`src/rtl/student_tlul_arb_pkg.sv`:
```
// student_tlul_arb_pkg: index-width and round-robin helpers for the TL-UL arbiter.
// Latency: n/a (functions only).
// Backpressure: n/a (functions only).
package student_tlul_arb_pkg;

  // Width of a host index; never narrower than one bit.
  function automatic int idx_w(input int num);
    return (num > 1) ? $clog2(num) : 1;
  endfunction

  // Host examined at step 'off' of a search that starts just after 'last'.
  function automatic int rr_idx(input int last, input int off, input int num);
    return (last + off) % num;
  endfunction

endpackage

```
`src/rtl/tlul_pkg.sv`:
```
// tlul_pkg: TileLink-UL channel types shared by hosts, devices and interconnect.
// Latency: n/a (types only).
// Backpressure: n/a (types only).
package tlul_pkg;

  typedef enum logic [2:0] {
    PutFullData    = 3'h0,
    PutPartialData = 3'h1,
    Get            = 3'h4
  } tl_a_op_e;

  typedef enum logic [2:0] {
    AccessAck     = 3'h0,
    AccessAckData = 3'h1
  } tl_d_op_e;

  typedef struct packed {
    logic        a_valid;
    tl_a_op_e    a_opcode;
    logic [2:0]  a_param;
    logic [1:0]  a_size;
    logic [7:0]  a_source;
    logic [31:0] a_address;
    logic [3:0]  a_mask;
    logic [31:0] a_data;
    logic        d_ready;
  } tl_h2d_t;

  typedef struct packed {
    logic        d_valid;
    tl_d_op_e    d_opcode;
    logic [2:0]  d_param;
    logic [1:0]  d_size;
    logic [7:0]  d_source;
    logic        d_sink;
    logic [31:0] d_data;
    logic        d_error;
    logic        a_ready;
  } tl_d2h_t;

endpackage

```
`src/rtl/student_rr_arbiter.sv`:
```
// student_rr_arbiter: picks the first requester after 'last', wrapping modulo NUM.
// Latency: purely combinational.
// Backpressure: none; the caller decides when to register the grant.
module student_rr_arbiter
  import student_tlul_arb_pkg::*;
#(
  parameter int NUM = 2
) (
  input  logic [NUM-1:0]          req_i,
  input  logic [idx_w(NUM)-1:0]   last_i,
  output logic [idx_w(NUM)-1:0]   gnt_o,
  output logic                    vld_o
);
  localparam int IW = idx_w(NUM);

  logic [IW-1:0] cand;

  // Walk last+1, last+2, ... last+NUM and keep the first host that requests.
  always_comb begin
    gnt_o = '0;
    vld_o = 1'b0;
    cand  = '0;
    for (int k = 1; k <= NUM; k++) begin
      cand = IW'(rr_idx(int'(last_i), k, NUM));
      if (!vld_o && req_i[cand]) begin
        vld_o = 1'b1;
        gnt_o = cand;
      end
    end
  end

endmodule

```
`src/rtl/student_tlul_arb.sv`:
```
// student_tlul_arb: shares one TL-UL device port among NUM hosts, one transaction in flight.
// Latency: 1 cycle to arbitrate (IDLE->ADDR); A and D channels then pass through combinationally.
// Backpressure: device a_ready and host d_ready reach only the granted host; all others stall.
module student_tlul_arb
  import tlul_pkg::*;
  import student_tlul_arb_pkg::*;
#(
  parameter int NUM = 2
) (
  input  logic    clk_i,
  input  logic    rst_ni,
  input  tl_h2d_t tl_host_i [NUM],
  output tl_d2h_t tl_host_o [NUM],
  output tl_h2d_t tl_device_o,
  input  tl_d2h_t tl_device_i
);
  localparam int IW = idx_w(NUM);

  typedef enum logic [1:0] {IDLE, ADDR, RESP} state_e;

  state_e        state_q, state_d;
  logic [IW-1:0] grant_q, grant_d;
  logic [IW-1:0] last_q, last_d;
  logic [NUM-1:0] req;
  logic [IW-1:0] rr_gnt;
  logic          rr_vld;

  // Collect the per-host A-channel valids for the round-robin search.
  always_comb begin
    req = '0;
    for (int i = 0; i < NUM; i++) begin
      req[i] = tl_host_i[i].a_valid;
    end
  end

  student_rr_arbiter #(.NUM(NUM)) u_rr (
    .req_i  (req),
    .last_i (last_q),
    .gnt_o  (rr_gnt),
    .vld_o  (rr_vld)
  );

  // State, grant and last-grant registers; reset points last at NUM-1 so host 0 wins first.
  always_ff @(posedge clk_i or negedge rst_ni) begin
    if (!rst_ni) begin
      state_q <= IDLE;
      grant_q <= '0;
      last_q  <= IW'(NUM - 1);
    end else begin
      state_q <= state_d;
      grant_q <= grant_d;
      last_q  <= last_d;
    end
  end

  // Next-state logic and routing; everything not explicitly connected is held at zero.
  always_comb begin
    state_d     = state_q;
    grant_d     = grant_q;
    last_d      = last_q;
    tl_device_o = '0;
    for (int i = 0; i < NUM; i++) begin
      tl_host_o[i] = '0;
    end

    case (state_q)
      IDLE: begin
        // Any device response seen here is left unconsumed and unforwarded.
        if (rr_vld) begin
          grant_d = rr_gnt;
          state_d = ADDR;
        end
      end

      ADDR: begin
        // A-channel passthrough; a host dropping a_valid just stalls here.
        tl_device_o                = tl_host_i[grant_q];
        tl_device_o.d_ready        = 1'b0;
        tl_host_o[grant_q].a_ready = tl_device_i.a_ready;
        if (tl_host_i[grant_q].a_valid && tl_device_i.a_ready) begin
          state_d = RESP;
        end
      end

      RESP: begin
        // D-channel passthrough to the granted host only.
        tl_host_o[grant_q]         = tl_device_i;
        tl_host_o[grant_q].a_ready = 1'b0;
        tl_device_o.d_ready        = tl_host_i[grant_q].d_ready;
        if (tl_device_i.d_valid && tl_host_i[grant_q].d_ready) begin
          last_d  = grant_q;
          state_d = IDLE;
        end
      end

      default: state_d = IDLE;
    endcase
  end

endmodule
```
`config.mk`:
```
export PLATFORM = sky130hd
export DESIGN_NAME = student_tlul_arb
export DESIGN_NICKNAME = d
export VERILOG_FILES = /design/src/rtl/student_tlul_arb_pkg.sv /design/src/rtl/tlul_pkg.sv /design/src/rtl/student_rr_arbiter.sv /design/src/rtl/student_tlul_arb.sv
export SDC_FILE = /design/constraint.sdc
export NUM_CORES = 1
export LEC_CHECK = 0
export BUFFER_PORTS_ARGS = -buffer_cell sky130_fd_sc_hd__buf_2
export CORE_AREA = 2 2 161 163
export DETAILED_ROUTE_END_ITERATION = 7
export DIE_AREA = 0 0 163 165
export MAX_ROUTING_LAYER = met4
export PLACE_DENSITY_LB_ADDON = 0.1
export SYNTH_ARGS = -nofsm -noshare
export SYNTH_HDL_FRONTEND = slang
export SYNTH_SLANG_ARGS = --single-unit
```
`constraint.sdc`:
```
create_clock -name clk_i -period 2 [get_ports clk_i]
set_clock_uncertainty 0.05 [all_clocks]
set_input_delay 0.3 -clock clk_i [delete_from_list [all_inputs] [get_ports clk_i]]
set_output_delay 0.3 -clock clk_i [all_outputs]
set_load 0.01 [all_outputs]
```
==> impl_metrics.py, run 1 <==
metrics = {
    "outcome": {
        "status": "complete, no violations",
    },
    "clock_network": {
        "clock-sinks": 4,
        "cts_buffers": 3,
        "clkLatencyLatePin_ns": 0.23,
        "cts.clk_slew.worst_paths_ns": 0.03,
        "cts_tree": "built",
        "htreeDepth": 1,
        "clock_path_buffers": 2,
        "clockRootBuffer": "clkbuf_16",
    },
    "global_routing": {
        "grt_pass1_wl_mm": 20.7,
        "grt_usage_pct": 10.2,
        "grt_max_degree": 56,
        "grt_pass1_vias": 3952,
        "antenna_found_initial": 0,
        "grt_overflow_total": 0,
    },
    "synth": {
        "synth_warnings": 0,
        "yosysTopAreaCellShare_pct": 39.4,
        "seq_area_frac_synth_pct": 4.64,
        "yosys.cell_types.count": 21,
        "syn_inst": 391,
        "avgSynthCellArea_um2": 5.59,
        "ys_ff_latch": 4,
        "yosys_most_used_dff": "dfrtp_1",
        "yosys.area.top_type": "mux2i_1",
        "synth_edf_count": 0,
        "async_flop_share_pct": 100,
        "syn_nets": 621,
        "ys_top_cells_by_area": "mux2i_1 39%, nor2_1 33%, nand2_1 9.5%",
        "syn_area_um2": 2180,
    },
    "die": {
        "start_util_pct": 8.73,
        "fp.dieW_um": 163,
        "dieArea_um2": 26900,
        "placementRows": 58,
        "die_height_um": 165,
        "core_um2": 25000,
        "num_io_pins": 416,
    },
    "routing": {
        "ant_nets": 0,
        "firstDrtPassIters": 4,
        "wl_per_cell_um": 13.8,
        "drc_errors": 0,
        "viasPerCell": 3.65,
        "wl_mm": 15.7,
        "vias": 4153,
        "drt_iter0_markers": 94,
    },
    "worst_setup_path": {
        "worstSetupPathType": "reg -> out",
        "reg2reg_depth": 7,
        "cp-end-kind": "primary output",
        "startpoint": "state_q[0]",
        "cp.depth": 7,
        "crit_path_cell_trace": "inv_2 -> ha_4 -> nand2_4 -> buf_12 -> clkbuf_16 -> nor2_1 -> buf_2",
        "r2r-start": "state_q[0]",
        "cp-start-kind": "flip-flop",
        "cp_slowest_cell": "dfrtp_1",
        "rr_endpoint": "state_q[0]",
        "crit_fanout": 10,
        "crit_path_end": "tl_host_o[15]",
        "cp_top_family": "buffers and inverters",
        "critPathBufInv": 4,
        "rrSetupSlack_ns": 0.16,
        "worstPathArrival_ns": 1.62,
        "cp.required_ns": 1.65,
        "cp_slowest_stage_delay_ns": 0.37,
    },
    "place": {
        "gp_congestion": 0.740,
        "hpwlAfterDp_mm": 12.6,
        "io_buffer_count": 415,
        "dpl_cell_area_um2": 4790,
        "place_ws_ns": 0.106,
    },
    "cells_and_area": {
        "antenna_cells": 0,
        "area_delta_synth_final_pct": 137,
        "final_layout_size_suffix_gt1_share_pct": 58.9,
        "fin_area_um2": 5170,
        "fill_cells": 2908,
        "layout.nets": 1038,
    },
    "sta": {
        "hold_ws_ns": 0.313,
        "setup_ws_ns": 0.0291,
        "rsz0062_at_grt": "yes",
        "setup_viol": 0,
        "worstMarginPinSlew_ns": 0.279,
        "max_freq_mhz": 507,
        "period_share_pct": 98.5,
        "fin_crit_ns": 1.97,
        "slew-limit-headroom_pct": 80.9,
        "finalSetupTns_ns": 0,
        "hold_viol": 0,
        "drv_slew": 0,
    },
    "worst_hold_path": {
        "hold_class": "in -> reg",
    },
    "power_and_ir_drop": {
        "powerDensity_nw_per_um2": 1220,
        "p_total_mw": 6.32,
        "vdd_ir_drop_max_mv": 0.544,
        "power.leakage_nw": 3.19,
    },
    "flow_run": {
        "drv_cap": 0,
    },
}
cell families (layout without fill, tap and decap cells):
logic type / after synthesis / in the layout / share of synthesized area, %
multiplexers: 87 / 87 / 39.9
AND/OR/NAND/NOR: 251 / 251 / 43.6
adder cells (fa/ha/maj): 4 / 4 / 2.29
AO/OA/AOI/OAI: 6 / 6 / 2.23
buffers and inverters: 39 / 455 / 7.33
flip-flops: 4 / 4 / 4.64
power by group:
part / internal (mW) / leakage (nW) / switching, mW
registers: 0.130 / 0.0456 / 0.0439
clock network: 0.264 / 0.0382 / 0.0596
logic: 2.66 / 3.11 / 3.17
total: 3.05 / 3.19 / 3.27
layout by cell type, fill, tap and decap left out, types with 2 or more instances in the layout:
master	Yosys	final
inv_1	3	2
buf_2	8	415
nand2_1	55	53
clkbuf_16	0	6
buf_4	1	14
ha_4	0	2
dfrtp_1	3	2
nand3_1	2	2
mux2i_1	86	86
buf_6	0	2
nor2_1	191	175
nor2b_1	3	3
buf_12	0	10
nor2_2	0	15
layer usage:
layer	vias to the layer above	routed length (um)	global-route usage, %
met5	-	0	-
met4	0	142	1.73
met3	8	1120	1.18
met2	235	9110	22.4
met1	1834	5300	9.20
li1	2076	-	-
metrics by stage:
step	util (%)	std cells
global route	20.6	1137
global placement	19.1	1118
finish	20.6	1137
detailed placement	19.1	1118
floorplan	-	391
CTS	20.0	1131
flip-flops by register name (all words and copies together), names as in the netlist:
| name | cells |
|---|---|
| last_q | 1 |
| state_q | 2 |
| grant_q | 1 |
cells in the mapped netlist, drive strengths merged, types with 2 or more instances:
master	count
nor2	191
mux2i	86
nand2	55
clkbuf	19
buf	16
ha	4
dfrtp	3
inv	3
nor2b	3
nand3	2
layout make-up:
cell class | instances | area [um2] | area share (%)
clock buffer | 4 | 78.8 | 1.52
tap | 330 | 413 | 7.99
sequential | 4 | 105 | 2.03
timing repair buffer | 447 | 2550 | 49.3
inverter | 4 | 17.5 | 0.339
multi-input combinational | 348 | 2010 | 38.8
worst min-delay path by stage:
stage	start	end	slack, ns	depth (start not counted)
CTS	tl_host_i[85]	grant_q	0.31	2
global placement	rst_ni	grant_q	0.06	1
floorplan	rst_ni	grant_q	-0.05	0
global route	tl_host_i[85]	grant_q	0.33	2
finish	tl_host_i[85]	grant_q	0.31	2
detailed placement	rst_ni	grant_q	0.06	1
what timing repair did:
| action | 4_1_cts | 5_1_grt |
|---|---|---|
| buffers inserted | 7 | 2 |
| pin swaps | 0 | 2 |
| endpoints found under the setup margin | 88 | 88 |
| hold buffers | 1 | 0 |
| cloned | 1 | 4 |
| hold endpoints to repair | 3 | 0 |
| gates resized for setup | 6 | 21 |
(Power assumes the default switching activity.)
==> inputs of run 2 (changes only) <==
--- a/config.mk
+++ b/config.mk
@@ -5,10 +5,12 @@
 export SDC_FILE = /design/constraint.sdc
 export NUM_CORES = 1
 export LEC_CHECK = 0
-export BUFFER_PORTS_ARGS = -buffer_cell sky130_fd_sc_hd__buf_2
+export ABC_CLOCK_PERIOD_IN_PS = 2000
+export BUFFER_PORTS_ARGS = -buffer_cell sky130_fd_sc_hd__clkbuf_2
 export CORE_AREA = 2 2 161 163
 export DETAILED_ROUTE_END_ITERATION = 7
 export DIE_AREA = 0 0 163 165
+export GPL_TIMING_DRIVEN = 1
 export MAX_ROUTING_LAYER = met4
 export PLACE_DENSITY_LB_ADDON = 0.1
 export SYNTH_ARGS = -nofsm -noshare
==> impl_metrics.py, run 2 (synthesis results as in run 1) <==
metrics = {
    "place": {
        "gp_congestion": 0.769,
        "dpl_cell_area_um2": 4760,
        "post-place-cells": 1119,
        "hpwlAfterDp_mm": 12.8,
        "place_ws_ns": 0.0873,
        "io_buffer_count": 415,
    },
    "global_routing": {
        "antenna_found_initial": 0,
        "grt_usage_pct": 10.2,
        "grt_util_met2_pct": 21.5,
        "grt_pass1_vias": 3871,
        "met3_usage_pct": 1.41,
        "grt_overflow_total": 0,
        "grt_max_degree": 57,
        "grt_pass1_wl_mm": 20.8,
        "use_met1_pct": 9.49,
        "grt.busiest_layer": "met2",
    },
    "die": {
        "dieArea_um2": 26900,
        "core_um2": 25000,
        "start_util_pct": 8.73,
        "die_height_um": 165,
        "fp.dieW_um": 163,
        "placementRows": 58,
        "num_io_pins": 416,
    },
    "routing": {
        "wl_mm": 16.0,
        "firstDrtPassIters": 4,
        "vias": 4205,
        "drt_iter0_markers": 114,
        "wl_per_cell_um": 14.0,
        "drc_errors": 0,
        "ant_nets": 0,
        "viasPerCell": 3.69,
    },
    "worst_setup_path": {
        "crit_fanout": 8,
        "cp-start-kind": "flip-flop",
        "cp.required_ns": 1.65,
        "worstPathArrival_ns": 1.61,
        "cp-end-kind": "primary output",
        "reg2reg_depth": 5,
        "worstSetupPathType": "reg -> out",
    },
    "cells_and_area": {
        "reg_top3": "state_q x2, grant_q x1, last_q x1",
        "final_layout_size_suffix_gt1_share_pct": 60.7,
        "fill_cells": 2908,
        "multi_input_area_um2": 2070,
        "largest_reg_flops": 2,
        "seq_area_um2": 105,
        "fin_area_um2": 5280,
        "final_common_cell": "clkbuf_2",
        "final_cell_count_no_fill": 1139,
        "fin_util_pct": 21.1,
        "top_register": "state_q",
        "area_delta_synth_final_pct": 142,
        "final_cell_mix": "381 x clkbuf_2, 162 x nor2_1, 85 x mux2i_1",
        "antenna_cells": 0,
        "layout.nets": 1040,
    },
    "sta": {
        "hold_viol": 0,
        "setup_ws_ns": 0.0367,
        "hold_ws_ns": 0.330,
        "finalSetupTns_ns": 0,
        "setup_viol": 0,
        "drv_slew": 0,
        "max_freq_mhz": 509,
        "fin_crit_ns": 1.96,
        "period_share_pct": 98.2,
        "slew-limit-headroom_pct": 81.0,
        "rsz0062_at_grt": "yes",
        "worstMarginPinSlew_ns": 0.277,
    },
    "clock_network": {
        "clock-sinks": 4,
        "clockRootBuffer": "clkbuf_16",
        "cts_tree": "built",
        "clkLatencyLatePin_ns": 0.22,
        "cts_buffers": 3,
        "htreeDepth": 1,
        "cts.clk_slew.worst_paths_ns": 0.03,
        "clock_path_buffers": 2,
    },
    "power_and_ir_drop": {
        "combPwrFrac_pct": 92.2,
        "powerDensity_nw_per_um2": 1250,
        "power.leakage_nw": 3.14,
        "p_total_mw": 6.57,
        "swShare_pct": 52.2,
        "seq_power_share_pct": 2.9,
        "p_int_mw": 3.14,
        "p_switching_mw": 3.43,
        "clock_power_share_pct": 4.8,
        "vdd_ir_drop_max_mv": 0.456,
    },
    "outcome": {
        "status": "complete, no violations",
    },
    "worst_hold_path": {
        "hold_class": "in -> reg",
        "holdPathStages": 2,
    },
    "flow_run": {
        "drv_cap": 0,
    },
}
## run 2: layout make-up
class                      instances  area share [%]
tap                              330            7.83
timing repair buffer             449            49.1
clock buffer                       4            1.49
inverter                           4           0.285
sequential                         4            1.99
multi-input combinational        348            39.3
## run 2: worst max-delay path, cell delays in order (launching register included)
cell,delay [ns]
dfrtp_1,0.37
inv_2,0.08
ha_4,0.31
nand2_4,0.06
buf_12,0.15
clkbuf_16,0.17
nor2_2,0.11
buf_2,0.13
## run 2: power groups by stage
stage	combinational [mW]	clock (mW)	sequential, mW
floorplan	2.93	0	0.140
global placement	5.11	0	0.190
detailed placement	5.01	0	0.186
CTS	5.22	0.324	0.209
global route	6.60	0.335	0.197
finish	6.06	0.318	0.191
## run 2: per-layer routing
layer  up-vias  routed length [um]
li1       2092                   -
met5         -                   0
met4         0                 325
met1      1844                5540
met2       247                8930
met3        22                1180
## run 2: final timing paths
| check | from | endpoint | slack (ns) |
|---|---|---|---|
| worst min register to register | state_q[0] | state_q[0] | 0.50 |
| max in group asynchronous | rst_ni | last_q | 1.29 |
| worst max-delay path | state_q[0] | tl_host_o[46] | 0.04 |
| worst min-delay path | tl_host_i[85] | grant_q | 0.33 |
| min in group asynchronous | rst_ni | state_q[1] | 0.39 |
| worst max register to register | grant_q | state_q[0] | 0.14 |
## run 2: what timing repair did
item	in CTS	in global routing
resized for setup	7	79
buffers inserted	0	7
gates cloned	1	7
pin swaps	0	3
hold buffers	1	0
endpoints found under the hold margin	3	0
setup endpoints to repair	38	69
